### src/rtl/fb_scheduler.sv
// Filterbank job sequencer: walks (channel, stage) jobs through a shared biquad engine
// once per input sample, with one-deep sample buffering, job timeout and sticky error flags.
module fb_scheduler #(
    parameter int N_FILTERS = 16,
    parameter int TIMEOUT   = 63
) (
    input  logic                         clk_in,
    input  logic                         n_rst_in,
    input  logic                         sample_valid_in,
    input  logic                         done_in,
    input  logic                         clear_in,
    output logic                         start_out,
    output logic [$clog2(N_FILTERS)-1:0] chan_out,
    output logic [1:0]                   stage_out,
    output logic                         result_we_out,
    output logic                         busy_out,
    output logic                         frame_done_out,
    output logic                         overrun_out,
    output logic                         timeout_out
);

    // state  | meaning
    // IDLE   | no frame in progress
    // ISSUE  | start pulse out for current (chan, stage)
    // WAIT   | engine running, timeout counter active
    // WRITE  | result strobe for current job
    // NEXT   | advance job order, end-of-frame handling
    typedef enum logic [2:0] {
        S_IDLE,
        S_ISSUE,
        S_WAIT,
        S_WRITE,
        S_NEXT
    } state_t;

    localparam int CW = $clog2(N_FILTERS);
    localparam int TW = (TIMEOUT > 1) ? $clog2(TIMEOUT) : 1;
    localparam logic [CW-1:0] LAST_CHAN = CW'(N_FILTERS - 1);
    localparam logic [TW-1:0] CNT_LOAD  = TW'(TIMEOUT - 1);

    state_t          r_state;
    logic            r_pending;
    logic [TW-1:0]   r_wait_cnt;
    logic            r_start;
    logic [CW-1:0]   r_chan;
    logic [1:0]      r_stage;
    logic            r_we;
    logic            r_busy;
    logic            r_frame_done;
    logic            r_overrun;
    logic            r_timeout;

    logic            w_last;
    logic            w_ov_set;
    logic            w_to_set;

    assign w_last   = (r_chan == LAST_CHAN) && (r_stage == 2'd2);
    assign w_ov_set = sample_valid_in && r_busy && r_pending;
    assign w_to_set = (r_state == S_WAIT) && !done_in && (r_wait_cnt == '0);

    always_ff @(posedge clk_in or negedge n_rst_in) begin
        if (!n_rst_in) begin
            r_state      <= S_IDLE;
            r_pending    <= 1'b0;
            r_wait_cnt   <= '0;
            r_start      <= 1'b0;
            r_chan       <= '0;
            r_stage      <= 2'd0;
            r_we         <= 1'b0;
            r_busy       <= 1'b0;
            r_frame_done <= 1'b0;
            r_overrun    <= 1'b0;
            r_timeout    <= 1'b0;
        end else begin
            r_start      <= 1'b0;
            r_we         <= 1'b0;
            r_frame_done <= 1'b0;
            r_overrun    <= w_ov_set | (r_overrun & ~clear_in);
            r_timeout    <= w_to_set | (r_timeout & ~clear_in);

            // A sample landing on the final NEXT starts the next frame directly instead.
            if (sample_valid_in && r_busy && !r_pending && !((r_state == S_NEXT) && w_last))
                r_pending <= 1'b1;

            case (r_state)
                S_IDLE: begin
                    if (sample_valid_in) begin
                        r_state <= S_ISSUE;
                        r_start <= 1'b1;
                        r_busy  <= 1'b1;
                        r_chan  <= '0;
                        r_stage <= 2'd0;
                    end
                end
                S_ISSUE: begin
                    r_state    <= S_WAIT;
                    r_wait_cnt <= CNT_LOAD;
                end
                S_WAIT: begin
                    if (done_in) begin
                        r_state <= S_WRITE;
                        r_we    <= 1'b1;
                    end else if (r_wait_cnt == '0) begin
                        r_state      <= S_NEXT;
                        r_frame_done <= w_last;
                    end else begin
                        r_wait_cnt <= r_wait_cnt - 1'b1;
                    end
                end
                S_WRITE: begin
                    r_state      <= S_NEXT;
                    r_frame_done <= w_last;
                end
                S_NEXT: begin
                    if (!w_last) begin
                        if (r_stage == 2'd2) begin
                            r_stage <= 2'd0;
                            r_chan  <= r_chan + 1'b1;
                        end else begin
                            r_stage <= r_stage + 2'd1;
                        end
                        r_state <= S_ISSUE;
                        r_start <= 1'b1;
                    end else begin
                        r_chan  <= '0;
                        r_stage <= 2'd0;
                        if (r_pending || sample_valid_in) begin
                            r_state   <= S_ISSUE;
                            r_start   <= 1'b1;
                            r_pending <= 1'b0;
                        end else begin
                            r_state <= S_IDLE;
                            r_busy  <= 1'b0;
                        end
                    end
                end
                default: begin
                    r_state <= S_IDLE;
                    r_busy  <= 1'b0;
                end
            endcase
        end
    end

    assign start_out      = r_start;
    assign chan_out       = r_chan;
    assign stage_out      = r_stage;
    assign result_we_out  = r_we;
    assign busy_out       = r_busy;
    assign frame_done_out = r_frame_done;
    assign overrun_out    = r_overrun;
    assign timeout_out    = r_timeout;

endmodule

### config.mk
export PLATFORM = sky130hd
export DESIGN_NAME = fb_scheduler
export DESIGN_NICKNAME = d
export VERILOG_FILES = /design/src/rtl/fb_scheduler.sv
export SDC_FILE = /design/constraint.sdc
export NUM_CORES = 1
export LEC_CHECK = 0
export BUFFER_PORTS_ARGS = -buffer_cell sky130_fd_sc_hd__buf_2
export CORE_MARGIN = 1
export CORE_UTILIZATION = 25
export CTS_BUF_LIST = sky130_fd_sc_hd__clkbuf_16
export DETAILED_ROUTE_END_ITERATION = 6
export GPL_TIMING_DRIVEN = 0
export SLEW_MARGIN = 20
export SYNTH_ARGS = -nofsm -noshare
export SYNTH_HDL_FRONTEND = slang
export SYNTH_SLANG_ARGS = --single-unit
### constraint.sdc
create_clock -name clk_in -period 3.5 [get_ports clk_in]
set_input_delay 1.05 -clock clk_in [delete_from_list [all_inputs] [get_ports clk_in]]
set_output_delay 1.05 -clock clk_in [all_outputs]
set_load 0.01 [all_outputs]
==> flow_metrics.tcl <==
set metrics [dict create \
    outcome "complete, no violations" \
    place_congestion 0.733 \
    drive_gt1_share_pct 20.3 \
    grt_pass1_vias 984 \
    grt-ovfl-total 0 \
    fillers 423 \
    layout.nets 137 \
    grt_setup_unrepaired "false" \
    synth_compound_area_share_pct 17.2 \
    pwr_density_cell_nw_per_um2 661 \
    place_hpwl_mm 1.84 \
    tns_ns 0 \
    synth_seq_cells 22 \
    hold_viol 0 \
    postCtsHoldBufs 0 \
    multi_input_area_um2 480 \
    clk_pin_slew_ns 0.06 \
    wl_mm 2.51 \
    relSlewSlack_pct 59.9 \
    finalPower_mw 0.855 \
    ant_nets 0 \
    p_leak_nw 0.613 \
    ir_drop_mv 0.310 \
    endpoint_kind "flip-flop" \
    r2r-end "r_wait_cnt[3]" \
    required_ns 3.69 \
    synth_xor_area_share_pct 0 \
    crit_type "in2reg" \
    core_um2 4060 \
    cts_setup_buffers 0 \
    synth_top_flop_cell "dfrtp_1" \
    die_x_um 67.6 \
    clk_path_buf_depth 2 \
    io_pins 17 \
    vias 914 \
    syn2layout_area_growth_pct 20.2 \
    seq_area_um2 551 \
    post-route-util_pct 31.9 \
    clk_latency_ns 0.25 \
    hp-start "chan_out[3]" \
    synth_fa_ha_area_share_pct 2.33 \
    finalSetupViolCount 0 \
    start_kind "input port" \
    holdPathEnd "chan_out[3]" \
    synth_seq_area_share_pct 51.2 \
    drc 0 \
    synthSimpleGateAreaFrac_pct 23.3 \
    fmaxAchievable_mhz 414 \
    port_buffers 16 \
    synthMuxAreaShare_pct 1.86 \
    syn_inst 109 \
    final_cell_mix "dfrtp_1 (22), buf_2 (16), nand2_1 (12), o21ai_0 (7), inv_1 (7)" \
    holdPathStages 1 \
    die-area_um2 4570 \
    cap_viol_max_count 0 \
    grt_max_degree 23 \
    clock-sinks 22 \
    first_pass_iters 4 \
    cts_buffers 3 \
    synth_top_family_by_area "simple AND/OR/NAND/NOR gates" \
    hold_class "reg2reg" \
    gr-usage-all-layers_pct 13.2 \
    timing.rr.start "r_state[2]" \
    diodes 0 \
    r2r_cells 4 \
    tightest_slew_ns 0.593 \
    cts_tree "yes" \
    cts_resized 0 \
    antenna_found_initial 0 \
    min_period_ns 2.41 \
    initial_core_util_pct 26.5 \
    synth_fp_nets 116 \
    period_share_pct 69.0 \
    ctsHtreeMaxLevel 1 \
    ys_warn_count 0 \
    final_common_cell "dfrtp_1" \
    num_rows 23 \
    grt_pass1_wl_mm 4.48 \
    vias_per_cell 5.13 \
    r2r_slack_ns 1.54 \
    synth_area_um2 1080 \
    clock_skew_ns 0.00335 \
    root_buffer "clkbuf_16" \
    synth_cell_types 34 \
    slew_violations 0 \
    die_y_um 67.6 \
    path_max_fanout 5 \
    cp_data_arrival_time_ns 2.60 \
    synthArstFlopShare_pct 100 \
    avgRoutedWirePerCell_um 14.1 \
    synth_edf_count 0 \
    drt-initial-drc-count 26 \
    synth_area_per_cell_um2 9.87 \
]
-- synth_stat cells, types with 3 or more instances --
master	instances	area, um2
inv_1	7	26.3
nand2_1	12	45.0
nor2_1	6	22.5
o31ai_1	3	22.5
nand3_1	5	25.0
clkbuf_1	5	18.8
a21oi_1	4	20.0
and3_1	3	18.8
o21ai_0	7	35.0
dfrtp_1	22	551
o211ai_1	4	30.0
-- worst max path at each step --
stage / slack (ns) / start / end / cells past startpoint
after floorplan: 1.03 / done_in / r_wait_cnt[3] / 4
after global placement: 0.84 / done_in / r_wait_cnt[3] / 5
after detailed placement: 0.83 / done_in / r_wait_cnt[3] / 5
after CTS: 1.09 / done_in / r_wait_cnt[3] / 5
after global routing: 1.06 / done_in / r_wait_cnt[5] / 5
final: 1.09 / done_in / r_wait_cnt[3] / 5
-- final cells by class --
type,instances,area share (%)
flip-flops and latches,22,42.6
plain buffers,5,1.45
inverters,7,2.03
repair buffers,16,6.19
clock buffers,3,5.80
multi-input cells,75,37.1
well taps,50,4.84
-- flip-flops by register name, indices dropped and copies added, names as in the netlist --
name            count
stage_out           2
chan_out            4
r_pending           1
r_wait_cnt          6
timeout_out         1
result_we_out       1
busy_out            1
start_out           1
overrun_out         1
frame_done_out      1
r_state             3
-- layer usage --
metal | vias up | wire (um) | GRT usage [%]
met5 | - | 0 | 0
met4 | 0 | 13 | 3.19
met3 | 2 | 164 | 4.73
met2 | 25 | 1250 | 23.8
met1 | 455 | 1090 | 14.5
li1 | 432 | - | -
-- critical path: stages --
cell and delay [ns]:
buf_2 0.13, or4b_4 0.52, or4_4 0.46, or3b_1 0.36
nand3_1 0.09
-- metrics by stage --
step                std cells  instance area, um2  hold slack [ns]  setup WS (ns)
floorplan                 109                1080            0.469           1.03
global placement          175                1220            0.491          0.837
detailed placement        175                1220            0.494          0.828
CTS                       178                1290            0.504           1.09
global route              178                1290            0.550           1.06
finish                    178                1290            0.498           1.09
-- where the power goes --
group,total (mW),internal (mW),leakage (nW),switching [mW]
sequential,0.350,0.309,0.263,0.0415
clock,0.237,0.151,0.0370,0.0866
combinational,0.267,0.106,0.313,0.162
-- cells by family (layout without fill, tap and decap cells) --
family	Yosys count	after routing
DFF	22	22
AOI/OAI and AO/OA	28	28
and+or+nand+nor	43	43
buffers and inverters	12	31
muxes	2	2
adders and majority gates	2	2
No activity file was read; power rests on OpenSTA's default activity.
